<file path="src/rtl/systolic_pkg.sv">
// systolic_pkg: shared widths and FSM encoding for the systolic array feeders
// Provides DATA_W_DEF / ADR_W_DEF defaults and the state_t encoding used by vec_feeder.
package systolic_pkg;
    localparam int DATA_W_DEF = 16;
    localparam int ADR_W_DEF  = 8;
    typedef enum logic [1:0] {
        IDLE   = 2'd0,
        FEED   = 2'd1,
        FINISH = 2'd2
    } state_t;
endpackage

</file>
<file path="src/rtl/feed_skid.sv">
// feed_skid: two-entry skid buffer between source RAM read data and the FIFO write port
// Ports: clk, rst_n (async active-low), clr (sync flush), push/wdata (capture),
//        pop (drop head), rdata (head word), count (occupancy 0..2).
module feed_skid import systolic_pkg::*; #(
    parameter int DATA_W = DATA_W_DEF
) (
    input  logic              clk,
    input  logic              rst_n,
    input  logic              clr,
    input  logic              push,
    input  logic              pop,
    input  logic [DATA_W-1:0] wdata,
    output logic [DATA_W-1:0] rdata,
    output logic [1:0]        count
);
    logic [DATA_W-1:0] e0, e1;
    logic [1:0]        pos;
    // slot the pushed word lands in, after the head has shifted out on a pop
    assign pos   = count - {1'b0, pop};
    assign rdata = e0;
    always_ff @(posedge clk or negedge rst_n) begin
        if (!rst_n) begin
            count <= 2'd0;
            e0    <= '0;
            e1    <= '0;
        end else if (clr) begin
            count <= 2'd0;
        end else begin
            count <= count + {1'b0, push} - {1'b0, pop};
            if (pop) e0 <= e1;
            if (push && pos == 2'd0) e0 <= wdata;
            if (push && pos == 2'd1) e1 <= wdata;
        end
    end
endmodule

</file>
<file path="src/rtl/vec_feeder.sv">
// vec_feeder: streams len words from a source RAM starting at base into a downstream FIFO
// Ports: clk, rst_n (async active-low); start/base/len launch a transfer;
//        ram_ren/ram_radr/ram_rdata read the source RAM (1-cycle read latency);
//        we/din write the FIFO, ff = FIFO full, is = array stall; busy, done status.
// Option: define VEC_FEEDER_SKEW_EN to add the 4-bit skew input, which emits that many
//         zero words ahead of the data words.
module vec_feeder import systolic_pkg::*; #(
    parameter int DATA_W = DATA_W_DEF,
    parameter int ADR_W  = ADR_W_DEF
) (
    input  logic              clk,
    input  logic              rst_n,
    input  logic              start,
    input  logic [ADR_W-1:0]  base,
    input  logic [ADR_W-1:0]  len,
    output logic              ram_ren,
    output logic [ADR_W-1:0]  ram_radr,
    input  logic [DATA_W-1:0] ram_rdata,
    output logic              we,
    output logic [DATA_W-1:0] din,
    input  logic              ff,
    input  logic              is,
    output logic              busy,
    output logic              done
`ifdef VEC_FEEDER_SKEW_EN
    ,
    input  logic [3:0]        skew
`endif
);
    state_t            state, state_nx;
    logic [ADR_W-1:0]  base_r, len_r, issued, written;
    logic              inflight, pop, skew_we, sk_busy, last, len_zero;
    logic [1:0]        count;
    logic [DATA_W-1:0] head;
`ifdef VEC_FEEDER_SKEW_EN
    logic [3:0]        skew_left;
    assign sk_busy  = skew_left != 4'd0;
    assign last     = we && (sk_busy ? (skew_left == 4'd1 && len_r == '0) : written + 1'b1 == len_r);
    assign len_zero = len == '0 && skew == 4'd0;
`else
    assign sk_busy  = 1'b0;
    assign last     = pop && written + 1'b1 == len_r;
    assign len_zero = len == '0;
`endif
    assign skew_we  = state == FEED && sk_busy && !is && !ff;
    assign pop      = state == FEED && !sk_busy && count != 2'd0 && !is && !ff;
    assign we       = pop || skew_we;
    assign din      = pop ? head : '0;
    // the head leaving this cycle frees its slot, so a full-rate stream never bubbles
    assign ram_ren  = state == FEED && !is && issued < len_r &&
                      (count - {1'b0, pop} + {1'b0, inflight}) < 2'd2;
    assign ram_radr = base_r + issued;
    assign busy     = state != IDLE;
    assign done     = state == FINISH;
    // start wins over the final write, so a restart swallows the done pulse
    always_comb begin
        state_nx = state;
        if (start) state_nx = len_zero ? FINISH : FEED;
        else if (state == FEED && last) state_nx = FINISH;
        else if (state == FINISH) state_nx = IDLE;
    end
    always_ff @(posedge clk or negedge rst_n) begin
        if (!rst_n) begin
            state    <= IDLE;
            base_r   <= '0;
            len_r    <= '0;
            issued   <= '0;
            written  <= '0;
            inflight <= 1'b0;
`ifdef VEC_FEEDER_SKEW_EN
            skew_left <= 4'd0;
`endif
        end else begin
            state    <= state_nx;
            // a read issued in the restart cycle belongs to the abandoned transfer
            inflight <= ram_ren && !start;
            if (start) begin
                base_r  <= base;
                len_r   <= len;
                issued  <= '0;
                written <= '0;
`ifdef VEC_FEEDER_SKEW_EN
                skew_left <= skew;
`endif
            end else begin
                if (ram_ren) issued <= issued + 1'b1;
                if (pop) written <= written + 1'b1;
`ifdef VEC_FEEDER_SKEW_EN
                if (skew_we) skew_left <= skew_left - 1'b1;
`endif
            end
        end
    end
    feed_skid #(.DATA_W(DATA_W)) u_skid (
        .clk   (clk),
        .rst_n (rst_n),
        .clr   (start),
        .push  (inflight),
        .pop   (pop),
        .wdata (ram_rdata),
        .rdata (head),
        .count (count)
    );
endmodule

</file>
<file path="config.mk">
export PLATFORM = sky130hd
export DESIGN_NAME = vec_feeder
export DESIGN_NICKNAME = d
export VERILOG_FILES = /design/src/rtl/systolic_pkg.sv /design/src/rtl/feed_skid.sv /design/src/rtl/vec_feeder.sv
export SDC_FILE = /design/constraint.sdc
export NUM_CORES = 1
export LEC_CHECK = 0
export CORE_ASPECT_RATIO = 0.7
export CORE_MARGIN = 2
export CORE_UTILIZATION = 57
export DETAILED_ROUTE_END_ITERATION = 6
export GPL_ROUTABILITY_DRIVEN = 0
export HOLD_SLACK_MARGIN = 0.08
export MAX_ROUTING_LAYER = met4
export PLACE_DENSITY = 0.89
export SLEW_MARGIN = 20
export SYNTH_ARGS = -nofsm -noshare
export SYNTH_HDL_FRONTEND = slang
export SYNTH_SLANG_ARGS = --single-unit
</file>
<file path="constraint.sdc">
create_clock -name clk -period 7.2 [get_ports clk]
set_clock_uncertainty 0.2 [all_clocks]
set_input_delay 1.8 -clock clk [delete_from_list [all_inputs] [get_ports clk]]
set_output_delay 1.8 -clock clk [all_outputs]
set_load 0.02 [all_outputs]
</file>
==> results.cfg, run 1 <==
[timing]
fin_crit_sh_pct = 94.4
setup_viol = 0
slew_viol_final = 0
hold_viol = 0
max_freq_mhz = 147
worst_pin_slew_ns = 0.884
max-slew-margin-rel_pct = 41.1
fin_crit_ns = 6.80
setup_ws_ns = 0.404
rsz0062_at_grt = false
setup_tns_ns = 0

[clock_network]
postCtsSetupBuffers = 0
h-tree-depth = 3
cts_made_buffers = 9
cts_tree = built
cts_buffer_depth = 2
cts_resized = 0
postCtsHoldBufs = 0
clk_pin_slew_ns = 0.07
clockRootBuffer = clkbuf_8
clkSinkCount = 69
worst_skew_pair.late_latency_ns = 0.35

[yosys]
synth_edf_count = 0
synth.most_common_cell = dfrtp_1
synthTopCellsByCount = dfrtp_1 (69), nor2_1 (41), a21oi_1 (25)
yosys_warnings = 0
ys.flop_type = dfrtp_1
yosysTopAreaCellShare_pct = 46.4
synth_cell_types = 44
synthesis.nets = 418
synth_seq_cells = 69
syn-cell-area_mm2 = 0.00372
synthArstFlopShare_pct = 100
syn_area_per_cell_um2 = 10.3
syn_inst = 361
synth_largest_area_cell = dfrtp_1
synth.area.top_cells = dfrtp_1 (46%), mux2_2 (7.3%), ha_1 (6.4%)
yosysSeqAreaShare_pct = 46.4

[outcome]
status = finished clean

[worst_setup_path]
worstPathRequired_ns = 5.20
path_max_fanout = 26
r2r_start = state[1]
cp.depth = 11
r2r-end = issued[7]
path_class = input pin to primary output
r2r_slack_ns = 3.62
critPathArrivalTime_ns = 4.80
reg2regPathDepth = 13
critPathLaunch = is
path_delay_family = buffers and inverters
cpPeakStageDelay_ns = 0.63
startpoint_type = input pin
path_cells = clkdlybuf4s50_1 > or3b_1 > or3_4 > clkinv_4 > ha_1 > inv_1 > ha_1 > xnor3_1 > o211ai_1 > a21oi_2 > clkdlybuf4s50_1
cp-endpoint = ram_ren
cp-end-kind = primary output
slowest_stage = clkdlybuf4s50_1
critPathBufInv = 4

[global_route]
track_usage_pct = 25.8
grt_pass1_wl_um = 13800
grt_pass1_vias = 2943
grt_overflow = 0
antenna_found_initial = 0
grt_max_degree = 70

[route]
wirelength_um = 8700
drtIter0Drc = 215
firstDrtPassIters = 5
ant_nets = 0
detail_route.wl_per_cell_um = 17.0
vias = 2945
drc = 0
via_per_inst = 5.76

[floorplanning]
die_w_um = 101
pin_count = 65
num_rows = 24
die_h_um = 71.6
dieArea_mm2 = 0.00721
start_util_pct = 59.4
core_mm2 = 0.00628

[pwr]
peakVddDrop_v = 0.000192
p_per_area_mw_per_mm2 = 313
p_total_mw = 1.48
leakagePower_nw = 2.14

[finish]
stdcell_count = 511
drive_above_1_share_pct = 12.2
nNetsFinal = 485
design_area_mm2 = 0.00473
areaGrowthSynthToFinish_pct = 26.9
num_antenna_cells = 0

[place]
dpl.hpwl_um = 5550
dp_slack_ns = 0.426
numPlacedInstances = 495
placed_area_mm2 = 0.00444
portBuffers = 64

[min_path]
whs_path_depth = 1
hold_class = register to register

[flow_run]
cap_violations = 0
## cell usage in the layout (no fill, tap or decap), types with 14 or more instances in the layout
master	instances
o21ai_0	16
inv_1	14
mux2i_1	16
a21oi_1	25
xnor2_1	17
clkdlybuf4s50_1	63
nand2_1	24
dfrtp_1	69
and2_1	16
ha_1	19
nor2_1	41
mux2_2	24
## how the worst min path moves through the flow
stage                  startpoint            end  slack, ns
detailed placement   u_skid.e1[9]   u_skid.e1[9]       0.29
global placement    u_skid.e1[10]  u_skid.e1[10]       0.29
floorplan           u_skid.e1[10]  u_skid.e1[10]       0.28
global route         u_skid.e1[6]   u_skid.e1[6]       0.32
finish              u_skid.e1[10]  u_skid.e1[10]       0.31
CTS                  u_skid.e1[7]   u_skid.e1[7]       0.31
## per-stage QoR
stage | util (%) | hold WS (ns)
2_1_floorplan | - | 0.279
3_3_place_gp | 70.8 | 0.286
3_5_place_dp | 70.8 | 0.293
4_1_cts | 75.3 | 0.311
5_1_grt | 75.3 | 0.325
6_report | 75.3 | 0.308
## registers in the layout, indices dropped and copies added, names as in the netlist
name and flops:
u_skid.e1 16, u_skid.rdata 16, base_r 8, issued 8
len_r 8, written 8, state 2, u_skid.count 2
inflight 1
## power by group
group	switching [mW]	total, mW	leakage (nW)	internal [mW]
combinational	0.236	0.465	1.13	0.229
sequential	0.0684	0.561	0.863	0.493
clock	0.152	0.453	0.141	0.301
total	0.457	1.48	2.14	1.02
## cells by family (layout without fill, tap and decap cells)
family                   count (synthesis)  after routing  synth area share (%)
AO/OA/AOI/OAI                           58             58                  9.31
XOR/XNOR                                31             31                  7.66
adder cells (fa/ha/maj)                 20             20                  6.92
buffers and inverters                   28            100                  3.12
flip-flops                              69             69                  46.4
multiplexers                            40             40                  11.6
AND/OR/NAND/NOR                        115            115                  15.1
## area by class of cell
| type | count | area (µm²) |
|---|---|---|
| Clock inverter | 6 | 159 |
| Sequential cell | 69 | 1730 |
| Tap cell | 78 | 97.6 |
| Clock buffer | 10 | 128 |
| Multi-Input combinational cell | 264 | 1880 |
| Fill cell | 387 | 1550 |
| Timing Repair Buffer | 69 | 673 |
| Inverter | 15 | 61.3 |
## layer usage
layer / global-route usage, % / wire, µm / up-vias
met3: 6.24 / 421 / 20
met1: 31.5 / 3720 / 1428
met2: 41.8 / 4400 / 120
met4: 10.4 / 165 / 0
li1: - / - / 1377
met5: - / 0 / -
Note: power is estimated with default switching activity, not from simulation.
==> run 2, diff against run 1 <==
SLEW_MARGIN = 25   (was 20)
clock period = 8 ns   (was 7.2 ns; I/O delays follow)
==> results.cfg, run 2 (synthesized netlist as in run 1, its figures left out) <==
[place]
portBuffers = 64
numPlacedInstances = 494
dpl.hpwl_um = 5600

[route]
wirelength_um = 8190
detail_route.wl_per_cell_um = 16.1
ant_nets = 0
drc = 0
firstDrtPassIters = 5
vias = 2838
drtIter0Drc = 180
via_per_inst = 5.56

[timing]
setup_tns_ns = 0
fin_crit_ns = 7.33
max_freq_mhz = 136
rsz0062_at_grt = false
hold_viol = 0
worst_pin_slew_ns = 0.873
slew_viol_final = 0
fin_crit_sh_pct = 91.6
setup_viol = 0
max-slew-margin-rel_pct = 41.8

[worst_setup_path]
path_class = input pin to primary output
startpoint_type = input pin
path_max_fanout = 26
worstPathRequired_ns = 5.80
critPathArrivalTime_ns = 5.13
cp-end-kind = primary output

[finish]
final_cell_mix = dfrtp_1 (69), clkdlybuf4s50_1 (63), nor2_1 (41), a21oi_1 (25)
areaGrowthSynthToFinish_pct = 24.9
nNetsFinal = 484
drive_above_1_share_pct = 12.3
num_antenna_cells = 0
final_common_cell = dfrtp_1
stdcell_count = 510

[global_route]
grt_pass1_wl_um = 13700
grt_max_degree = 70
antenna_found_initial = 0
grt_overflow = 0
grt_pass1_vias = 2977
track_usage_pct = 25.2

[floorplanning]
dieArea_mm2 = 0.00721
start_util_pct = 59.4
core_mm2 = 0.00628
pin_count = 65
num_rows = 24
die_h_um = 71.6
die_w_um = 101

[clock_network]
cts_resized = 0
clkSinkCount = 69
cts_made_buffers = 9
cts_tree = built
h-tree-depth = 3
postCtsHoldBufs = 0
clk_pin_slew_ns = 0.07
cts_buffer_depth = 2
worst_skew_pair.late_latency_ns = 0.35
clockRootBuffer = clkbuf_8
postCtsSetupBuffers = 0

[outcome]
status = finished clean

[pwr]
power_frac_comb_pct = 33.8
switching_share_pct = 32.7
peakVddDrop_v = 0.000175
p_int_uw = 824
p_switching_uw = 401
p_seq_share_pct = 40.9
leakagePower_nw = 2.10
p_per_area_mw_per_mm2 = 263
p_clk_share_pct = 25.3

[flow_run]
cap_violations = 0

[min_path]
hold_class = register to register
[run 2: layer usage]
| layer | GRT usage, % | up-vias | wire (µm) | share of wire [%] |
|---|---|---|---|---|
| li1 | - | 1374 | - | - |
| met1 | 31.3 | 1382 | 3500 | 43 |
| met2 | 40.7 | 70 | 4220 | 51 |
| met3 | 5.85 | 12 | 350 | 4.3 |
| met4 | 9.13 | 0 | 129 | 1.6 |
| met5 | - | - | 0 | 0 |
[run 2: power groups by stage]
| stage | Sequential (mW) | Combinational [mW] | Clock, mW |
|---|---|---|---|
| 6_report | 0.502 | 0.414 | 0.310 |
| 5_1_grt | 0.512 | 0.453 | 0.332 |
| 4_1_cts | 0.501 | 0.418 | 0.315 |
| 3_5_place_dp | 0.507 | 0.414 | 0 |
| 3_3_place_gp | 0.499 | 0.392 | 0 |
| 2_1_floorplan | 0.489 | 0.284 | 0 |
[run 2: area by class of cell]
cell class                      instances  area, µm²
Clock buffer                           10        128
Clock inverter                          6       87.6
Fill cell                             424       1620
Inverter                               15       61.3
Multi-Input combinational cell        264       1890
Sequential cell                        69       1730
Tap cell                               78       97.6
Timing Repair Buffer                   68        666
[run 2: final timing paths]
| kind | start | endpoint | slack, ns | depth (start not counted) |
|---|---|---|---|---|
| setup / recovery | is | ram_ren | 0.67 | 12 |
| hold / removal | u_skid.e1[4] | u_skid.e1[4] | 0.31 | 1 |
| setup reg to reg | state[1] | issued[7] | 4.45 | 13 |
| hold reg to reg | u_skid.e1[4] | u_skid.e1[4] | 0.31 | 1 |
| max in group asynchronous | rst_n | u_skid.e1[15] | 5.38 | 2 |
| min in group asynchronous | rst_n | state[0] | 1.65 | 2 |
[run 2: critical path: stages]
cell and delay (ns):
clkdlybuf4s50_1 0.42, or3b_1 0.35, or3_4 0.42, clkinv_4 0.17, ha_1 0.29, inv_1 0.07
ha_1 0.18, xnor3_1 0.16, o211ai_1 0.13, a21oi_2 0.14, buf_4 0.17, clkdlybuf4s50_1 0.61
[run 2: stage by stage]
stage               hold WS, ns  utilization (%)  setup WS (ns)  total power, mW  cell area (µm²)
detailed placement        0.294             70.7          0.692            0.921             4440
CTS                       0.310             74.1          0.686             1.23             4650
global placement          0.286             70.6          0.794            0.891             4430
floorplan                 0.279                -           1.42            0.773             3720
finish                    0.307             74.1          0.672             1.23             4650
global route              0.318             74.1          0.549             1.30             4650
==> run 3, diff against run 2 <==
CORE_MARGIN = default   (was 2)
==> results.cfg, run 3 (synthesized netlist as in run 1, its figures left out) <==
[global_route]
grt_overflow = 0
grt_pass1_vias = 2996
grt_pass1_wl_um = 14000
antenna_found_initial = 0
grt_max_degree = 70
track_usage_pct = 27.2

[place]
dpl.hpwl_um = 5480
numPlacedInstances = 495
portBuffers = 64

[pwr]
switching_share_pct = 32.1
leakagePower_nw = 2.10
p_seq_share_pct = 41.1
peakVddDrop_v = 0.000148
p_clk_share_pct = 25.0
p_switching_uw = 393
p_per_area_mw_per_mm2 = 263
p_int_uw = 832
power_frac_comb_pct = 33.9

[worst_setup_path]
path_cells = clkdlybuf4s50_1 > or3b_1 > or3_4 > clkinv_4 > ha_1 > inv_1 > ha_1 > xnor3_1 > o211ai_1 > a21oi_2 > buf_4 > clkdlybuf4s50_1
critPathArrivalTime_ns = 5.13
slowest_stage = clkdlybuf4s50_1
cpPeakStageDelay_ns = 0.61
worstPathRequired_ns = 5.80
path_class = input pin to primary output
cp-end-kind = primary output
path_max_fanout = 26
startpoint_type = input pin

[timing]
setup_viol = 0
hold_viol = 0
max-slew-margin-rel_pct = 42.2
worst_pin_slew_ns = 0.868
slew_viol_final = 0
setup_tns_ns = 0
fin_crit_ns = 7.33
rsz0062_at_grt = false
fin_crit_sh_pct = 91.6
max_freq_mhz = 136

[clock_network]
postCtsSetupBuffers = 0
clkSinkCount = 69
clockRootBuffer = clkbuf_8
cts_tree = built
clk_pin_slew_ns = 0.07
cts_buffer_depth = 2
cts_resized = 0
worst_skew_pair.late_latency_ns = 0.34
h-tree-depth = 3
postCtsHoldBufs = 0
cts_made_buffers = 9

[route]
firstDrtPassIters = 4
drtIter0Drc = 121
drc = 0
ant_nets = 0
detail_route.wl_per_cell_um = 16.1
wirelength_um = 8190
vias = 2846
via_per_inst = 5.58

[finish]
stdcell_count = 510
nNetsFinal = 485
num_antenna_cells = 0
drive_above_1_share_pct = 12.0
areaGrowthSynthToFinish_pct = 25.0
final_cell_mix = dfrtp_1 (69), clkdlybuf4s50_1 (63), nor2_1 (41), a21oi_1 (25)
final_common_cell = dfrtp_1

[min_path]
hold_class = register to register

[floorplanning]
die_w_um = 98.6
start_util_pct = 59.4
pin_count = 65
dieArea_mm2 = 0.00687
core_mm2 = 0.00628
num_rows = 24
die_h_um = 69.6

[outcome]
status = finished clean

[flow_run]
cap_violations = 0
-- run 3: critical path, delay by kind of cell --
| family | cells | cell delay, ns |
|---|---|---|
| xor gates and xnor gates | 1 | 0.15 |
| adders and majority gates | 2 | 0.49 |
| and+or+nand+nor | 2 | 0.80 |
| buffers and inverters | 5 | 1.44 |
| AOI/OAI and AO/OA | 2 | 0.24 |
-- run 3: area by class of cell --
cell class | instances | area, µm²
Clock buffer | 11 | 141
Clock inverter | 4 | 72.6
Fill cell | 417 | 1620
Inverter | 15 | 61.3
Multi-Input combinational cell | 264 | 1880
Sequential cell | 69 | 1730
Tap cell | 78 | 97.6
Timing Repair Buffer | 69 | 673
-- run 3: power by group through the flow --
stage | sequential (mW) | combinational (mW) | clock [mW]
after global placement | 0.500 | 0.391 | 0
final | 0.503 | 0.415 | 0.307
after global routing | 0.515 | 0.452 | 0.331
after detailed placement | 0.508 | 0.407 | 0
after floorplan | 0.489 | 0.284 | 0
after CTS | 0.503 | 0.418 | 0.312
-- run 3: per-stage QoR --
step	setup WS (ns)	cell area [µm²]	total power [mW]	hold WS [ns]	util, %
6_report	0.672	4650	1.22	0.308	74.2
5_1_grt	0.549	4650	1.30	0.315	74.2
4_1_cts	0.660	4650	1.23	0.310	74.2
3_5_place_dp	0.709	4440	0.915	0.293	70.8
3_3_place_gp	0.766	4440	0.890	0.286	70.8
2_1_floorplan	1.42	3720	0.773	0.279	-
-- run 3: worst paths after layout --
path | start | to | slack, ns | depth (start not counted)
max | is | ram_ren | 0.67 | 12
min | u_skid.e1[3] | u_skid.e1[3] | 0.31 | 1
max reg2reg | state[1] | issued[7] | 4.42 | 13
min reg2reg | u_skid.e1[3] | u_skid.e1[3] | 0.31 | 1
max in group asynchronous | rst_n | u_skid.rdata[4] | 5.39 | 2
min in group asynchronous | rst_n | state[1] | 1.65 | 2
-- run 3: routing by layer --
layer / global-route usage, % / vias to the layer above / routed length (µm) / part of all wire [%]
li1: - / 1373 / - / -
met1: 32.1 / 1387 / 3530 / 43
met2: 45.7 / 76 / 4200 / 51
met3: 8.17 / 10 / 363 / 4.4
met4: 7.46 / 0 / 92 / 1.1
met5: - / - / 0 / 0
